[config.mk]
export PLATFORM = sky130hd
export DESIGN_NAME = if_id_hazard_ctrl
export DESIGN_NICKNAME = d
export VERILOG_FILES = /design/src/rtl/if_id_hazard_ctrl.sv
export SDC_FILE = /design/constraint.sdc
export NUM_CORES = 1
export LEC_CHECK = 0
export ABC_CLOCK_PERIOD_IN_PS = 3050
export CAP_MARGIN = 20
export CORE_MARGIN = 4
export CORE_UTILIZATION = 46
export CTS_CLUSTER_SIZE = 14
export DETAILED_ROUTE_END_ITERATION = 8
export GPL_ROUTABILITY_DRIVEN = 1
export GPL_TIMING_DRIVEN = 0
export PLACE_DENSITY = 0.86
export SKIP_CTS_REPAIR_TIMING = 1
export SYNTH_ARGS = -nofsm -noshare
export SYNTH_HDL_FRONTEND = slang
export SYNTH_SLANG_ARGS = --single-unit
export TNS_END_PERCENT = 100
[constraint.sdc]
create_clock -name clk -period 3.05 [get_ports clk]
set_input_delay 0.305 -clock clk [delete_from_list [all_inputs] [get_ports clk]]
set_output_delay 0.305 -clock clk [all_outputs]
set_load 0.02 [all_outputs]
[src/rtl/if_id_hazard_ctrl.sv]
// rtl/if_id_hazard_ctrl.sv - IF/ID hazard, stall, flush and fetch-wait sequencing (optional HAZ_PERF_EN counters)
module if_id_hazard_ctrl #(
    parameter int LOAD_BR_STALLS = 2,
    parameter int WAIT_TIMEOUT   = 255
) (
    input  logic        clk,
    input  logic        reset,
    input  logic [5:0]  id_opcode,
    input  logic [4:0]  id_rs,
    input  logic [4:0]  id_rt,
    input  logic        ex_reg_write,
    input  logic        ex_mem_read,
    input  logic [4:0]  ex_dest,
    input  logic        mem_mem_read,
    input  logic [4:0]  mem_dest,
    input  logic        branch_taken,
    input  logic        jump,
    input  logic        imem_ready,
    output logic        pc_write,
    output logic        if_id_write,
    output logic        if_id_flush,
    output logic        id_ex_bubble,
    output logic        fetch_err
`ifdef HAZ_PERF_EN
    ,
    output logic [15:0] stall_cycles,
    output logic [15:0] flush_count
`endif
);

    typedef enum logic [1:0] {
        RUN   = 2'd0,
        STALL = 2'd1,
        WAIT  = 2'd2
    } state_t;

    localparam logic [1:0] LB_LEN  = 2'(LOAD_BR_STALLS);
    localparam logic [7:0] WAIT_TO = 8'(WAIT_TIMEOUT);

    state_t     state, state_d;
    logic [1:0] cnt, cnt_d;
    logic [7:0] wcnt, wcnt_d;
    logic       ferr_d;

    logic       uses_rs, uses_rt, is_br;
    logic       ex_match, mem_match;
    logic [1:0] haz_len;
    logic       stall;

    always_comb begin
        uses_rs   = !(id_opcode inside {6'h02, 6'h03, 6'h0F});
        uses_rt   = id_opcode inside {6'h00, 6'h04, 6'h05, 6'h2B};
        is_br     = id_opcode inside {6'h04, 6'h05};
        ex_match  = (ex_dest != 5'd0) &&
                    ((uses_rs && id_rs == ex_dest) || (uses_rt && id_rt == ex_dest));
        mem_match = (mem_dest != 5'd0) &&
                    ((uses_rs && id_rs == mem_dest) || (uses_rt && id_rt == mem_dest));
    end

    // Longest of the applicable hazards; the load-branch case is never shorter than 1.
    always_comb begin
        haz_len = 2'd0;
        if (!is_br && ex_mem_read && ex_match)
            haz_len = 2'd1;
        if (is_br && mem_mem_read && mem_match)
            haz_len = 2'd1;
        if (is_br && ex_reg_write && ex_match)
            haz_len = ex_mem_read ? LB_LEN : 2'd1;
    end

    always_ff @(posedge clk or posedge reset) begin
        if (reset) begin
            state     <= RUN;
            cnt       <= 2'd0;
            wcnt      <= 8'd0;
            fetch_err <= 1'b0;
        end else begin
            state     <= state_d;
            cnt       <= cnt_d;
            wcnt      <= wcnt_d;
            fetch_err <= ferr_d;
        end
    end

    always_comb begin
        state_d = state;
        cnt_d   = cnt;
        wcnt_d  = wcnt;
        ferr_d  = fetch_err;
        case (state)
            RUN: begin
                if (haz_len != 2'd0) begin
                    if (haz_len > 2'd1) begin
                        state_d = STALL;
                        cnt_d   = haz_len - 2'd1;
                    end
                end else if (!imem_ready) begin
                    state_d = WAIT;
                    wcnt_d  = 8'd1;
                    if (WAIT_TO == 8'd1)
                        ferr_d = 1'b1;
                end
            end
            STALL: begin
                if (cnt <= 2'd1) begin
                    state_d = RUN;
                    cnt_d   = 2'd0;
                end else begin
                    cnt_d   = cnt - 2'd1;
                end
            end
            WAIT: begin
                if (imem_ready) begin
                    state_d = RUN;
                    wcnt_d  = 8'd0;
                end else begin
                    if (wcnt < WAIT_TO)
                        wcnt_d = wcnt + 8'd1;
                    if (wcnt_d == WAIT_TO)
                        ferr_d = 1'b1;
                end
            end
            default: begin
                state_d = RUN;
                cnt_d   = 2'd0;
                wcnt_d  = 8'd0;
            end
        endcase
    end

    // A redirect seen while stalled is simply held; the branch stays in ID until RUN.
    always_comb begin
        case (state)
            RUN:     stall = (haz_len != 2'd0) || !imem_ready;
            STALL:   stall = 1'b1;
            WAIT:    stall = !imem_ready;
            default: stall = 1'b0;
        endcase
        pc_write     = !stall;
        if_id_write  = !stall;
        id_ex_bubble = stall;
        if_id_flush  = !stall && (branch_taken || jump);
    end

`ifdef HAZ_PERF_EN
    always_ff @(posedge clk or posedge reset) begin
        if (reset) begin
            stall_cycles <= 16'd0;
            flush_count  <= 16'd0;
        end else begin
            if (id_ex_bubble && stall_cycles != 16'hFFFF)
                stall_cycles <= stall_cycles + 16'd1;
            if (if_id_flush && flush_count != 16'hFFFF)
                flush_count <= flush_count + 16'd1;
        end
    end
`endif

endmodule

# Word-level counts from Yosys, hierarchy flattened

Index checks and enable logic that the tools add are counted.

Muxes and demuxes: 22
Eq/ne operators: 21
Reductions and logical operators: 33
$add $sub $neg: 3
Bitwise operators: 3
Magnitude comparators: 3

Operators with widths:

| cell                                                               | number |
|---|---|
| 8-bit 2-to-1 mux                                                   | 6 |
| 8-bit case mux with 3 select lines                                 | 1 |
| 2-bit 2-to-1 mux                                                   | 11 |
| 5-bit == test                                                      | 4 |
| 1-bit logical AND                                                  | 13 |
| 6-bit by 2-bit == test with 1-bit output, second input constant    | 2 |
| 6-bit by 3-bit == test with 1-bit output, second input constant    | 2 |
| 2-bit inequality test, second input constant                       | 6 |
| 2-bit case mux with 3 select lines                                 | 2 |
| 5-bit nonzero test                                                 | 2 |
| 3-bit AND reduction                                                | 3 |
| 8-bit by 1-bit adder with 8-bit output, second input constant      | 1 |
| 8-bit == test, second input constant                               | 1 |
| 8-bit < comparator, second input constant                          | 1 |
| 6-bit by 4-bit == test with 1-bit output, second input constant    | 1 |
| 6-bit == test, second input constant                               | 1 |
| 6-bit zero test                                                    | 1 |
| 3-bit inequality test, second input constant                       | 2 |
| 1-bit zero test                                                    | 4 |
| 1-bit logical OR                                                   | 4 |
| 4-bit AND reduction                                                | 1 |
| 2-bit nonzero test                                                 | 2 |
| 4-bit nonzero test                                                 | 1 |
| 2-bit by 1-bit subtractor with 2-bit output, second input constant | 2 |
| 9 further kinds                                                    | 11 |

Register bits after elaboration: 13

# Longest topological paths before layout

Gate-level depths: netlist of the first run.

Word-level depth: 15
Mapped depth: 12
Mapped depth without buffers: 12

# Least setup slack after synthesis of the first run

OpenSTA, ideal clock, no wires.

Path type: input-to-output
From: input port id_opcode[1]
To: output port pc_write
Arrival: 2.689 ns
Data required time: 2.745 ns
Slack: 0.056 ns
Stages: 12
Cells stage by stage: nor4_4 -> a2bb2oi_1 -> or4_4 -> nand2_2 -> o2bb2ai_2 -> inv_1 -> ha_1 -> inv_1 -> nor2_1 -> o22ai_1 -> inv_1 -> buf_4

Cells in the longest elaborated chain, start to end: 14

RTL lines:

| what                                                                                                        | line | source |
|---|---|---|
| from (decl)                                                                                                 | 8    | `input logic [5:0] id_opcode,` |
| 6-bit by 2-bit == test with 1-bit output / 6-bit by 4-bit == test with 1-bit output (equally long branches) | 51   | `uses_rs = !(id_opcode inside {6'h02, 6'h03, 6'h0F});` |
| 3-bit nonzero test                                                                                          | 51   |  |
| 1-bit zero test                                                                                             | 51   |  |
| 1-bit logical AND                                                                                           | 55   | `((uses_rs && id_rs == ex_dest) \|\| (uses_rt && id_rt == ex_dest));` |
| 1-bit logical OR                                                                                            | 55   |  |
| 1-bit logical AND                                                                                           | 54   | `ex_match = (ex_dest != 5'd0) &&` |
| 1-bit logical AND                                                                                           | 63   | `if (!is_br && ex_mem_read && ex_match)` |
| 1-bit 2-to-1 mux                                                                                            | 63   |  |
| 2-bit 2-to-1 mux                                                                                            | 65   | `if (is_br && mem_mem_read && mem_match)` |
| 2-bit 2-to-1 mux *                                                                                          | 67   | `if (is_br && ex_reg_write && ex_match)` |
| 2-bit nonzero test *                                                                                        | 134  | `RUN: stall = (haz_len != 2'd0) \|\| !imem_ready;` |
| 1-bit logical OR *                                                                                          | 134  |  |
| 1-bit case mux with 3 select lines *                                                                        | 133  | `case (state)` |
| via id_ex_bubble                                                                                            | 22   | `output logic id_ex_bubble,` |
| 1-bit zero test *                                                                                           | n/a  |  |
| to (decl)                                                                                                   | 19   | `output logic pc_write,` |

Mark *: on every way through the listed nets, which the timed path passes. The rest lies on a longest branch.

# Final worst setup path of the first run

From: input port ex_dest[3]
To: output port pc_write

Cells in the longest elaborated chain, start to end: 12

RTL lines:

| what                                 | line | source |
|---|---|---|
| from (decl)                          | 13   | `input logic [4:0] ex_dest,` |
| 5-bit == test                        | 55   |  |
| 1-bit logical AND                    | 55   |  |
| 1-bit logical OR                     | 55   |  |
| 1-bit logical AND *                  | 54   |  |
| 1-bit logical AND                    | 63   |  |
| 1-bit 2-to-1 mux                     | 63   |  |
| 2-bit 2-to-1 mux                     | 65   |  |
| 2-bit 2-to-1 mux *                   | 67   |  |
| 2-bit nonzero test *                 | 134  |  |
| 1-bit logical OR *                   | 134  |  |
| 1-bit case mux with 3 select lines * | 133  |  |
| 1-bit zero test *                    | 139  | `pc_write = !stall;` |

Every way passes the cells marked *; elsewhere a longest branch is shown, timed or not.

==> results.ini, run 1 <==
[min_path]
min_path_type=primary input to async pin

[global_route]
grt_pass1_wl_um=5360
grt_max_degree=14
grt_antenna_before_repair=0
track_usage_pct=19.3
grt_pass1_vias=1312
overflow=0

[final_layout]
drive_above_1_share_pct=10.5
area_delta_synth_final_pct=42.2
layout_common_cells=22 x clkdlybuf4s50_1, 18 x nor2_1, 14 x dlymetal6s2s_1
final_common_cell=clkdlybuf4s50_1
num-nets-final=237
fillers=192
layoutNonFillerInstCount=230
antenna_cells=0
design_area_sq_um=1780

[synth]
synth_nets=193
ys_seq_area_share_pct=26.1
synth-edff-count=0
synthCells=157
synthFlopType=dfrtp_1
avgSynthCellArea_sq_um=7.95
yosys_warnings=0
netlist_area_sq_um=1250
yosysUniqueCellTypes=44
ys_seq_elements=13
synth-async-reset-ratio_pct=100

[power_and_ir_drop]
switchingPower_mw=0.156
p_int_mw=0.319
pwr-share-clk_pct=22.6
netSwitchingFraction_pct=32.9
power_density_nw_per_um2=268
p_leak_nw=0.840
comb_power_share_pct=36.0
seqPwrFrac_pct=41.3
ir_drop_mv=0.257

[placed_design]
portBuffers=38
dp.final_hpwl_um=2700
placed_cells=225
place_area_sq_um=1670
gp_congestion=0.937

[sta]
fin_crit_sh_pct=96.2
worst-slew-pin-transition_ns=0.597
slew_viol_final=0
final_hold_viol_count=0
fin_skew_ns=0.00398
fin_crit_ns=2.93
setup_viol_count_final=0
maxSlewHeadroom_pct=60.2
max_freq_ghz=0.341

[floorplanning]
die_y_um=60.1
die_area_sq_um=3610
placementRows=18
dieWidth_um=60.1
io_pins=39
core_area_sq_um=2520
start_util_pct=49.5

[cts]
cts.htree.levels=1
root_buffer=clkbuf_4
cts_tree=yes
path_clk_slew_ns=0.08
clkSinkCount=13
clk_path_buf_depth=2
cts_inserted_buffers=3
clk-insertion-delay-late_ns=0.27

[outcome]
status=finished, final reports clean

[setup_path]
critical_path_class=primary input to output port
endpoint_kind=output port
cp-start-kind=primary input
crit_arrival_ns=2.63
crit_required_ns=2.74
cp_max_fo=5

[route]
vias_per_cell=5.93
dr_total_vias=1364
ant_nets=0
post_drt_wl_per_cell_um=14.5
drtPass1Iterations=4
drt_iter0_markers=57
routed_wirelength_um=3330
drc_errors=0

[flow_run]
maxCapViolCount=0

-- critical path, cell delays in order --
cell	delay (ns)
clkdlybuf4s50_1	0.47
xor2_1	0.19
or4_4	0.58
nand2_4	0.10
nand4_1	0.15
ha_4	0.22
inv_1	0.07
nor2_1	0.05
o22ai_2	0.16
inv_2	0.06
buf_4	0.12
buf_2	0.15
-- cells in the mapped netlist (2+ instances only) --
master	n	area (sq um)
or4_4	2	22.5
nor2_1	18	67.6
o211ai_1	2	15.0
ha_1	2	25.0
xnor2_1	12	105
inv_1	7	26.3
xor2_1	9	78.8
nor4_1	2	12.5
dfrtp_1	13	325
nand3_1	11	55.1
and2_1	2	12.5
nor3_1	4	20.0
nand3b_1	5	37.5
a31oi_1	2	12.5
a21oi_1	12	60.1
o21ai_0	7	35.0
and3_1	5	31.3
nand2_1	10	37.5
o22ai_1	2	12.5
nand2b_1	2	12.5
clkbuf_1	5	18.8
-- sequential cells by signal, summed over array words and instances (netlist names) --
signal	cells
cnt	2
fetch_err	1
state	2
wcnt	8
-- metal layers --
layer	share of wire, %	up-vias	global-route usage (%)
met2	52	46	36.7
met4	3.5	0	8.54
met5	0	-	0
li1	-	661	-
met3	4.5	13	2.59
met1	40	644	20.6
-- power by group through the flow --
stage	combinational (mW)	sequential, mW	clock [mW]
2_1_floorplan	0.0872	0.195	0
3_3_place_gp	0.161	0.198	0
3_5_place_dp	0.170	0.199	0
4_1_cts	0.170	0.196	0.108
5_1_grt	0.187	0.199	0.115
6_report	0.171	0.196	0.108
-- worst paths after layout --
kind                       startpoint         to  slack, ns  cells after the start
max                        ex_dest[3]   pc_write       0.12                     12
min                             reset   state[1]       0.37                      2
max reg2reg                   wcnt[0]  fetch_err       0.95                      7
min reg2reg                 fetch_err  fetch_err       0.49                      1
max in group asynchronous       reset    wcnt[2]       2.34                      2
min in group clk            fetch_err  fetch_err       0.49                      1
-- through the flow --
step	total power, mW	hold WS [ns]	util [%]	setup TNS, ns	worst slack, ns
floorplan	0.282	0.182	-	0	0.0561
global placement	0.359	0.453	66.1	-2.24	-0.621
detailed placement	0.369	0.467	66.1	-2.62	-0.671
CTS	0.474	0.380	67.1	-2.38	-0.677
global route	0.501	0.399	70.4	-0.00322	-0.00322
finish	0.476	0.366	70.4	0	0.117
-- kinds of logic (layout without fill, tap and decap cells) --
kind of cell / after synthesis / after routing / synth area share, %
AO/OA/AOI/OAI: 39 / 39 / 21.4
flip-flops: 13 / 13 / 26.1
multiplexers: 1 / 1 / 0.802
adder cells (fa/ha/maj): 2 / 2 / 2.00
XOR/XNOR: 21 / 21 / 14.7
AND/OR/NAND/NOR: 68 / 68 / 30.8
buffers and inverters: 13 / 56 / 4.21
-- cell type report --
class	count	area (sq um)	area share [%]
plain buffers	6	26.3	1.48
clock buffers	4	26.3	1.48
inverters	7	26.3	1.48
multi-input cells	131	921	51.9
flip-flops and latches	13	325	18.3
well taps	30	37.5	2.11
repair buffers	39	413	23.3
No activity file was read; power rests on OpenSTA's default activity.
==> run 2, diff against run 1 <==
--- a/config.mk
+++ b/config.mk
@@ -5,14 +5,13 @@
 export SDC_FILE = /design/constraint.sdc
 export NUM_CORES = 1
 export LEC_CHECK = 0
-export ABC_CLOCK_PERIOD_IN_PS = 3050
 export CAP_MARGIN = 20
 export CORE_MARGIN = 4
 export CORE_UTILIZATION = 46
 export CTS_CLUSTER_SIZE = 14
 export DETAILED_ROUTE_END_ITERATION = 8
 export GPL_ROUTABILITY_DRIVEN = 1
-export GPL_TIMING_DRIVEN = 0
+export GPL_TIMING_DRIVEN = 1
 export PLACE_DENSITY = 0.86
 export SKIP_CTS_REPAIR_TIMING = 1
 export SYNTH_ARGS = -nofsm -noshare
==> results.ini, run 2 (synthesized netlist as in run 1, its figures left out) <==
[cts]
clk-insertion-delay-late_ns=0.28
cts_tree=yes
clk_path_buf_depth=2
path_clk_slew_ns=0.08
cts.htree.levels=1
clkSinkCount=13
cts_inserted_buffers=3
root_buffer=clkbuf_4

[setup_path]
critical_path_class=primary input to output port
crit_top_cell=inv_1
crit_arrival_ns=2.64
crit_chain=clkdlybuf4s50_1 > xnor2_1 > nand3_1 > or4_4 > nand2_4 > o2bb2ai_2 > inv_1 > ha_1 > inv_1 > nor2_1 > o22ai_2 > dlymetal6s2s_1
cp_slowest_cell=or4_4
cp-start-kind=primary input
crit_required_ns=2.74
cp_max_fo=3
slowest_delay_ns=0.58
reg2reg_slack_ns=1.08
endpoint_kind=output port

[floorplanning]
start_util_pct=49.5
die_area_sq_um=3610
dieWidth_um=60.1
core_area_sq_um=2520
die_y_um=60.1
io_pins=39
placementRows=18

[route]
post_drt_wl_per_cell_um=15.1
drc_errors=0
routed_wirelength_um=3620
drtPass1Iterations=4
dr_total_vias=1428
ant_nets=0
drt_iter0_markers=88
vias_per_cell=5.95

[power_and_ir_drop]
switchingPower_mw=0.159
comb_power_share_pct=36.5
power_mw=0.488
p_leak_nw=0.887
ir_drop_mv=0.255
seqPwrFrac_pct=40.9
p_int_mw=0.330
netSwitchingFraction_pct=32.5
pwr-share-clk_pct=22.6
power_density_nw_per_um2=265

[sta]
layout_setup_ws_ns=0.109
maxSlewHeadroom_pct=64.1
final_hold_viol_count=0
max_freq_ghz=0.340
worst-slew-pin-transition_ns=0.534
slew_viol_final=0
fin_crit_sh_pct=96.4
fin_crit_ns=2.94
fin_skew_ns=0.00281
setup_viol_count_final=0

[global_route]
track_usage_pct=21.0
grt_pass1_wl_um=5790
grt_max_degree=14
overflow=0
grt_antenna_before_repair=0
grt_pass1_vias=1443

[final_layout]
largest_reg_flops=8
layoutNonFillerInstCount=240
final_common_cell=clkdlybuf4s50_1
area_delta_synth_final_pct=47.4
reg_top3=wcnt x8, cnt x2, state x2
layout_common_cells=24 x clkdlybuf4s50_1, 20 x buf_4, 18 x nor2_1
regMostFlops=wcnt
multi_input_area_sq_um=897
fillers=201
seq_area_sq_um=325
num-nets-final=247
drive_above_1_share_pct=16.7
antenna_cells=0

[flow_run]
maxCapViolCount=0

[placed_design]
portBuffers=38
dp.final_hpwl_um=2950
pre_cts_slack_ns=-0.446
gp_congestion=0.960
placed_cells=236

[min_path]
min_path_type=primary input to async pin

[outcome]
status=finished, final reports clean

==> run 2: stage by stage <==
| stage | hold WS, ns | TNS, ns | utilization (%) | instance area [sq um] |
|---|---|---|---|---|
| after global placement | 0.456 | -1.23 | 70.1 | 1770 |
| after floorplan | 0.182 | 0 | - | 1250 |
| final | 0.360 | 0 | 73.0 | 1840 |
| after detailed placement | 0.474 | -1.80 | 70.1 | 1770 |
| after CTS | 0.373 | -1.74 | 71.1 | 1790 |
| after global routing | 0.388 | -0.133 | 73.0 | 1840 |
==> run 2: path summary, 6_finish.rpt <==
| check | startpoint | depth (start not counted) | end |
|---|---|---|---|
| worst max-delay path | id_rt[1] | 12 | id_ex_bubble |
| worst min-delay path | reset | 2 | wcnt[2] |
| worst max register to register | wcnt[0] | 7 | fetch_err |
| worst min register to register | fetch_err | 1 | fetch_err |
| max in group asynchronous | reset | 2 | wcnt[6] |
| min in group clk | fetch_err | 1 | fetch_err |
==> run 2: layer usage <==
layer  GRT usage, %  part of all wire, %  vias to the layer above
met3           3.02                  4.6                        9
li1               -                    -                      680
met4           10.1                  2.3                        0
met1           19.5                   36                      688
met2           43.1                   57                       51
met5              0                    0                        -
==> run 2: area by class of cell <==
type,count,share of cell area [%]
clock buffer,4,1.43
inverter,7,1.43
multi-input combinational,131,48.7
sequential,13,17.7
tap,30,2.04
timing repair buffer,55,28.7
==> run 2: power by group through the flow <==
stage / clock network, mW / registers (mW) / logic, mW
after floorplan: 0 / 0.195 / 0.0872
after global placement: 0 / 0.202 / 0.169
after detailed placement: 0 / 0.203 / 0.177
after CTS: 0.113 / 0.199 / 0.178
after global routing: 0.120 / 0.202 / 0.193
final: 0.111 / 0.200 / 0.178
==> run 2: critical path, delay by kind of cell <==
kind / cells / cell delay (ns)
buf+inv: 4 / 0.89
simple gates: 4 / 0.84
compound gates: 2 / 0.25
fa+ha+maj: 1 / 0.20
xor+xnor: 1 / 0.14
